File: src/rtl/hash_pkg.sv
// Shared constants and frame-state encoding for the hash result transmitter.
package hash_pkg;

    localparam logic [7:0] SYNC_BYTE     = 8'hA5;
    localparam int         FRAME_BYTES   = 38;
    localparam int         PAYLOAD_BYTES = 36;
    localparam int         HASH_WORDS    = 8;
    localparam int         IDX_W         = 6;

    typedef enum logic [1:0] {
        F_IDLE,
        F_LOAD,
        F_SEND
    } frame_state_t;

endpackage

File: src/rtl/uart_tx_byte.sv
// 8N1 byte serializer. The stop bit can roll straight into the next start bit,
// so consecutive bytes leave no idle gap on the line.
module uart_tx_byte #(
    parameter int CLKS_PER_BIT = 868
) (
    input  logic       clk,
    input  logic       rst,
    input  logic       start,
    input  logic [7:0] data,
    output logic       tx,
    output logic       done
);

    localparam int CNT_W = (CLKS_PER_BIT > 2) ? $clog2(CLKS_PER_BIT) : 1;
    localparam logic [CNT_W-1:0] CNT_LAST = CNT_W'(CLKS_PER_BIT - 1);

    typedef enum logic [1:0] {
        B_IDLE,
        B_START,
        B_DATA,
        B_STOP
    } byte_state_t;

    byte_state_t      state;
    logic [CNT_W-1:0] cnt;
    logic [2:0]       bit_idx;
    logic [7:0]       shreg;
    logic             bit_end;

    assign bit_end = (cnt == CNT_LAST);
    // Combinational so the parent can issue the next start in the last stop-bit cycle.
    assign done    = (state == B_STOP) && bit_end;

    always_ff @(posedge clk) begin
        if (rst) begin
            state   <= B_IDLE;
            cnt     <= '0;
            bit_idx <= '0;
            tx      <= 1'b1;
        end else begin
            case (state)
                B_IDLE: begin
                    tx <= 1'b1;
                    if (start) begin
                        shreg <= data;
                        tx    <= 1'b0;
                        cnt   <= '0;
                        state <= B_START;
                    end
                end
                B_START: begin
                    if (bit_end) begin
                        cnt     <= '0;
                        bit_idx <= '0;
                        tx      <= shreg[0];
                        state   <= B_DATA;
                    end else begin
                        cnt <= cnt + 1'b1;
                    end
                end
                B_DATA: begin
                    if (bit_end) begin
                        cnt <= '0;
                        if (bit_idx == 3'd7) begin
                            tx    <= 1'b1;
                            state <= B_STOP;
                        end else begin
                            bit_idx <= bit_idx + 3'd1;
                            shreg   <= shreg >> 1;
                            tx      <= shreg[1];
                        end
                    end else begin
                        cnt <= cnt + 1'b1;
                    end
                end
                B_STOP: begin
                    if (bit_end) begin
                        cnt <= '0;
                        if (start) begin
                            shreg <= data;
                            tx    <= 1'b0;
                            state <= B_START;
                        end else begin
                            state <= B_IDLE;
                        end
                    end else begin
                        cnt <= cnt + 1'b1;
                    end
                end
                default: begin
                    tx    <= 1'b1;
                    state <= B_IDLE;
                end
            endcase
        end
    end

endmodule

File: src/rtl/hash_result_tx.sv
// Qualifies hashes against a leading-zero target and ships each accepted
// nonce+hash as a 38-byte checksummed UART frame.
module hash_result_tx
    import hash_pkg::*;
#(
    parameter int CLKS_PER_BIT = 868,
    parameter int TARGET_ZEROS = 32
) (
    input  logic        clk,
    input  logic        rst,
    input  logic        hash_valid,
    input  logic [31:0] h1,
    input  logic [31:0] h2,
    input  logic [31:0] h3,
    input  logic [31:0] h4,
    input  logic [31:0] h5,
    input  logic [31:0] h6,
    input  logic [31:0] h7,
    input  logic [31:0] h8,
    input  logic [31:0] nonce,
    output logic        tx,
    output logic        busy,
    output logic        found,
    output logic [7:0]  drop_cnt
);

    localparam int HASH_BITS   = HASH_WORDS * 32;
    localparam int SHADOW_BITS = PAYLOAD_BYTES * 8;
    localparam logic [IDX_W-1:0] LAST_IDX = IDX_W'(FRAME_BYTES - 1);

    function automatic logic qualifies(input logic [HASH_BITS-1:0] v);
        logic ok;
        ok = 1'b1;
        for (int i = 0; i < HASH_BITS; i++) begin
            if ((i < TARGET_ZEROS) && v[HASH_BITS-1-i]) ok = 1'b0;
        end
        return ok;
    endfunction

    // k counts payload bytes from 1 (nonce MSB) to PAYLOAD_BYTES (h8 LSB).
    function automatic logic [7:0] payload_byte(input logic [SHADOW_BITS-1:0] s,
                                                input logic [IDX_W-1:0] k);
        return 8'(s >> (8 * (PAYLOAD_BYTES - int'(k))));
    endfunction

    frame_state_t           state;
    logic [IDX_W-1:0]       idx;
    logic [IDX_W-1:0]       next_idx;
    logic [SHADOW_BITS-1:0] shadow;
    logic [7:0]             csum;
    logic [HASH_BITS-1:0]   hash_vec;
    logic                   qual;
    logic                   accept;
    logic                   drop;
    logic                   byte_start;
    logic [7:0]             byte_data;
    logic                   byte_done;

    assign hash_vec = {h1, h2, h3, h4, h5, h6, h7, h8};
    assign qual     = qualifies(hash_vec);
    assign accept   = hash_valid && qual && !busy;
    assign drop     = hash_valid && qual && busy;
    assign next_idx = idx + 1'b1;

    // The next byte is handed over in the same cycle the current stop bit ends.
    always_comb begin
        byte_start = 1'b0;
        byte_data  = SYNC_BYTE;
        if (state == F_LOAD) begin
            byte_start = 1'b1;
        end else if ((state == F_SEND) && byte_done && (idx != LAST_IDX)) begin
            byte_start = 1'b1;
            byte_data  = (next_idx == LAST_IDX) ? csum : payload_byte(shadow, next_idx);
        end
    end

    always_ff @(posedge clk) begin
        if (rst) begin
            state    <= F_IDLE;
            busy     <= 1'b0;
            found    <= 1'b0;
            drop_cnt <= '0;
            idx      <= '0;
        end else begin
            found <= accept;
            if (drop && (drop_cnt != 8'hFF)) drop_cnt <= drop_cnt + 8'd1;
            case (state)
                F_IDLE: begin
                    // busy lingers one extra cycle after the last stop bit.
                    if (accept) begin
                        shadow <= {nonce, hash_vec};
                        busy   <= 1'b1;
                        state  <= F_LOAD;
                    end else begin
                        busy <= 1'b0;
                    end
                end
                F_LOAD: begin
                    idx   <= '0;
                    csum  <= '0;
                    state <= F_SEND;
                end
                F_SEND: begin
                    if (byte_done) begin
                        if (idx == LAST_IDX) begin
                            state <= F_IDLE;
                        end else begin
                            idx <= next_idx;
                            if (next_idx != LAST_IDX) csum <= csum ^ byte_data;
                        end
                    end
                end
                default: state <= F_IDLE;
            endcase
        end
    end

    uart_tx_byte #(
        .CLKS_PER_BIT(CLKS_PER_BIT)
    ) u_byte (
        .clk  (clk),
        .rst  (rst),
        .start(byte_start),
        .data (byte_data),
        .tx   (tx),
        .done (byte_done)
    );

endmodule

File: config.mk
export PLATFORM = sky130hd
export DESIGN_NAME = hash_result_tx
export DESIGN_NICKNAME = d
export VERILOG_FILES = /design/src/rtl/hash_pkg.sv /design/src/rtl/uart_tx_byte.sv /design/src/rtl/hash_result_tx.sv
export SDC_FILE = /design/constraint.sdc
export NUM_CORES = 1
export LEC_CHECK = 0
export ABC_AREA = 1
export CAP_MARGIN = 10
export CORE_UTILIZATION = 28
export CTS_BUF_LIST = sky130_fd_sc_hd__clkbuf_4
export DETAILED_ROUTE_END_ITERATION = 8
export GPL_TIMING_DRIVEN = 0
export PLACE_DENSITY_LB_ADDON = 0.05
export SETUP_SLACK_MARGIN = 0.15
export SYNTH_ARGS = -nofsm -noshare
export SYNTH_HDL_FRONTEND = slang
export SYNTH_SLANG_ARGS = --single-unit
File: constraint.sdc
create_clock -name clk -period 60.3 [get_ports clk]
set_input_delay 12.06 -clock clk [delete_from_list [all_inputs] [get_ports clk]]
set_output_delay 12.06 -clock clk [all_outputs]
set_load 0.05 [all_outputs]
# After elaboration in Yosys (flattened, before gate mapping)
# Index checks and enable logic that the tools add are counted.
dict set report classes {
  addsub 5
  eq_ne 24
  shift 1
  n_mux 75
  n_bitwise 2
  reduce_logical 22
}
# cell count
set ops {}
lappend ops {{288-bit by 32-bit >> shifter with 8-bit output} 1}
lappend ops {{8-bit two-way mux} 10}
lappend ops {{1-bit two-way mux} 42}
lappend ops {{8-bit one-hot mux with 3 select lines} 1}
lappend ops {{10-bit two-way mux} 2}
lappend ops {{10-bit one-hot mux with 2 select lines} 1}
lappend ops {{2-bit two-way mux} 8}
lappend ops {{8-bit one-hot mux with 2 select lines} 1}
lappend ops {{5-bit AND reduction} 3}
lappend ops {{6-bit equality test (second input constant)} 2}
lappend ops {{6-bit two-way mux} 2}
lappend ops {{2-bit by 1-bit != test with 1-bit output (second input constant)} 6}
lappend ops {{2-bit != test (second input constant)} 6}
lappend ops {{6-bit != test (second input constant)} 2}
lappend ops {{6-bit one-hot mux with 2 select lines} 1}
lappend ops {{10-bit by 1-bit adder with 10-bit output (second input constant)} 1}
lappend ops {{10-bit equality test (second input constant)} 1}
lappend ops {{3-bit two-way mux} 3}
lappend ops {{3-bit AND reduction} 3}
lappend ops {{8-bit by 1-bit adder with 8-bit output (second input constant)} 1}
lappend ops {{8-bit != test (second input constant)} 1}
lappend ops {{2-bit one-hot mux with 4 select lines} 1}
lappend ops {{4-bit AND reduction} 2}
lappend ops {{8-bit XOR} 1}
lappend ops {{16 further kinds} 27}
dict set report word_totals {
  register_bits 338
  input_bits 291
  output_inout_bits 11
  elab_cells 141
}

# Longest topological paths before layout
dict set report logic_depth {
  word_depth 36
  depth_mapped 23
  mapped_depth_nobuf 20
}

# Cells and area by module
# Synthesis repeated with hierarchy kept, for this count alone.
dict set report unflattened {
  cells_unflattened 1429
  area_unflattened_um2 14786.7
}
# mod instances cells_each area_each_um2 seq_area_each_um2
set by_module_without_submodules {}
lappend by_module_without_submodules {hash_result_tx 1 1226 13317.8 9248.9}
lappend by_module_without_submodules {uart_tx_byte 1 203 1468.9 560.5}

# Worst setup path after synthesis
# Ideal clock, no wire load.
dict set report synth_path {
  path_type {input-to-reg}
  start {input port h1[27]}
  end {register shadow[0] (enable)}
  arrival_time_ns 32.211
  t_required_ns 59.008
  setup_slack_ns 26.797
  path_stages 7
  path_buffers 0
  path_cell_list {nor2_1 nand2_1 nor3_1 nand3_1 nor3_1 nand2_1 nor3_1}
}
dict set report synth_via {
  elab_chain_cells 31
}
# item line_no
set synth_lines {}
lappend synth_lines {{start, declared} hash_result_tx.sv:12} ;# input logic [31:0] h1,
lappend synth_lines {{1-bit two-way mux (28 in a row)} hash_result_tx.sv:35} ;# if ((i < TARGET_ZEROS) && v[HASH_BITS-1-i]) ok = 1'b0;
lappend synth_lines {{1-bit logical AND (2 in a row)} hash_result_tx.sv:61} ;# assign accept = hash_valid && qual && !busy;
lappend synth_lines {{3-bit AND reduction (no source line)} --}
lappend synth_lines {{end signal, assigned} hash_result_tx.sv:91} ;# shadow <= {nonce, hash_vec};
lappend synth_lines {{end, declared} hash_result_tx.sv:49} ;# logic [SHADOW_BITS-1:0] shadow;
# Every way passes these cells.
# A chain may end at the register's enable or synchronous reset.

# Final worst setup path
dict set report layout_path {
  start {input port h1[27]}
  end {register shadow[18] (enable)}
}
# The elaborated chain is that of the path after synthesis.

==> flow_metrics.tcl <==
set metrics [dict create \
    max_stage_delay_ps 730 \
    cts-root-buf "clkbuf_4" \
    rsz0062_at_grt "no" \
    synth-seq-cells 338 \
    nets 2120 \
    cts_tree "built" \
    yosysWarnings 0 \
    yosysTopAreaCell "edfxtp_1" \
    post-route-period-util 0.257 \
    cts_hold_buf 0 \
    slowest_stage "nor3_2" \
    maxSlewViolCount 0 \
    comb_power_share 0.062 \
    hold_path.class "flop to flop" \
    regArea_mm2 0.00981 \
    clk_pin_slew_worst_paths_ps 60 \
    clk_latency_ps 850 \
    vias 11600 \
    setup_viol 0 \
    switchingPower_mw 0.116 \
    post_route_cells_drive_above_1_share 0.137 \
    synth_async_sr_flop_share 0 \
    synth_nets 1689 \
    synth.area.top_cells "edfxtp_1 62%, nand2_1 11%, dfxtp_1 4.6%, nand3_1 4.6%, nor2_1 3.4%" \
    drc 0 \
    synth_mux_area_frac 0 \
    skew_ps 45.7 \
    std_cell_rows 83 \
    initial_core_util 0.285 \
    multi_input_area_mm2 0.00422 \
    hpwl_um 37400 \
    clockBufferDepth 3 \
    synth_compound_area_frac 0.0554 \
    power_frac_clock 0.434 \
    fp.dieW_um 231 \
    crit_arrival_ps 15990 \
    io_pins 302 \
    ant_nets 0 \
    viasPerCell 4.50 \
    maxCapViolCount 0 \
    core_mm2 0.0515 \
    start_kind "input port" \
    synth_cells 1386 \
    drt_iter0_drc 665 \
    endpoint_kind "flop" \
    synth_top_cell_area_share 0.622 \
    wirelength_um 50100 \
    grt-ovfl-total 0 \
    gp_congestion 0.802 \
    p_leak_nw 7.42 \
    synth-simple-area-share 0.219 \
    synth-edff-count 304 \
    cts_resized 0 \
    antenna_found_initial 12 \
    syn_avg_cell_area_um2 10.6 \
    critical_path_class "input port to flop" \
    yosysUniqueCellTypes 43 \
    synthFlopType "edfxtp_1" \
    powerDensity_mw_per_mm2 25.4 \
    io_buffers 300 \
    swShare 0.227 \
    grt_pass1_wl_um 73400 \
    seqPwrFrac 0.505 \
    h-tree-depth 3 \
    synthXorXnorAreaFrac 0.00247 \
    grt_max_degree 15 \
    fin_cells 2573 \
    worst_pin_slew_ps 911 \
    fill_cells 5221 \
    die_y_um 231 \
    internal-power_mw 0.395 \
    setup-tns-final_ps 0 \
    status "finished, final reports clean" \
    maxSlewHeadroom 0.390 \
    wl_per_cell_um 19.5 \
    cts_sinks 338 \
    drtPass1Iterations 4 \
    place_inst 2395 \
    ir_drop_mv 0.0145 \
    die_area_mm2 0.0533 \
    synthAdderAreaFrac 0.0102 \
    fin_crit_ps 15480 \
    synth_top_family_by_area "simple AND/OR/NAND/NOR gates" \
    max_freq_mhz 64.6 \
    grt_pass1_vias 11900 \
    critical_path_required_ps 60800 \
    crit_chain "clkdlybuf4s50_1, nor2_1, nand2_1, nor3_1, nand3_1, nor3_1, nand2_1, nor3_2, buf_6, buf_6, buf_6, buf_6, buf_8, buf_4, buf_4" \
    cts_buffers 99 \
    synth_most_common_cell "nand2_1" \
    crit_path_max_fanout 13 \
    post_cts_buffers 0 \
    syn_area_mm2 0.0147 \
    seq_area_frac_synth 0.669 \
    grt_usage 0.190 \
    netlist_top_cells_count "419 x nand2_1, 304 x edfxtp_1, 135 x nand3_1" \
    hold_violations 0 \
    areaGrowthSynthToFinish_pct 37.2 \
    cp_common_cell "buf_6" \
]
## layout make-up
class	count	share of cell area
multi-input combinational	911	0.209
buffer	60	0.0175
clock inverter	28	0.00877
clock buffer	145	0.0541
timing repair buffer	330	0.165
inverter	77	0.0146
antenna	4	0.000497
sequential	338	0.487
tap	680	0.0423
## registers in the layout, summed over array words and instances, names as in the netlist
register	count
u_byte.tx	1
u_byte.shreg	8
u_byte.cnt	10
u_byte.bit_idx	3
busy	1
found	1
state	2
idx	6
drop_cnt	8
csum	8
u_byte.state	2
shadow	288
## through the flow
stage,total power [mW],hold WS [ps],area (um^2),util,setup WS [ps]
2_1_floorplan,0.271,448,14700,-,26800
3_3_place_gp,0.294,457,18500,0.360,15610
3_5_place_dp,0.294,468,18800,0.366,43860
4_1_cts,0.520,477,20100,0.390,44770
5_1_grt,0.535,515,20100,0.391,44420
6_report,0.510,471,20100,0.391,44820
## worst max-delay path: cells and delay by family
family                 cells  cell delay, ps
and+or+nand+nor            7            2110
buffers and inverters      8            1780
## cells in the final DEF, fill, tap and decap left out, types with 26 or more instances in the layout
| cell | count |
|---|---|
| edfxtp_1 | 304 |
| dfxtp_1 | 34 |
| nand2_1 | 419 |
| buf_6 | 26 |
| a21oi_1 | 97 |
| clkdlybuf4s50_1 | 300 |
| nand3_1 | 135 |
| nor2_1 | 132 |
| clkbuf_4 | 145 |
| inv_1 | 68 |
## cells by family (layout without fill, tap and decap cells)
| logic type | Yosys count | count (layout) |
|---|---|---|
| DFF | 338 | 338 |
| AOI/OAI and AO/OA | 145 | 145 |
| other | 0 | 4 |
| xor gates and xnor gates | 2 | 2 |
| and+or+nand+nor | 752 | 752 |
| adders and majority gates | 12 | 12 |
| buffers and inverters | 137 | 640 |
## power groups by stage
stage / sequential (mW) / clock (mW) / combinational (mW)
6_report: 0.258 / 0.221 / 0.0314
3_5_place_dp: 0.263 / 0 / 0.0316
3_3_place_gp: 0.262 / 0 / 0.0314
4_1_cts: 0.257 / 0.231 / 0.0317
2_1_floorplan: 0.263 / 0 / 0.00802
5_1_grt: 0.258 / 0.243 / 0.0342
## layer usage
| layer | routed length (um) | share of wire | track usage |
|---|---|---|---|
| met1 | 22700 | 0.45 | 0.248 |
| met2 | 22700 | 0.45 | 0.300 |
| met3 | 3380 | 0.068 | 0.0560 |
| met4 | 1130 | 0.023 | 0.0633 |
| met5 | 95 | 0.0019 | 0 |
## path summary, 6_finish.rpt
kind	startpoint	to	slack, ps	cells past startpoint
worst max-delay path	h1[27]	shadow[18]$_DFFE_PP_	44820	15
worst min-delay path	u_byte.tx$_SDFFE_PP1P_	u_byte.tx$_SDFFE_PP1P_	470	2
worst max register to register	idx[0]$_SDFFE_PP0P_	u_byte.shreg[0]$_DFFE_PP_	56750	18
worst min register to register	u_byte.tx$_SDFFE_PP1P_	u_byte.tx$_SDFFE_PP1P_	470	2
(Power assumes the default switching activity.)
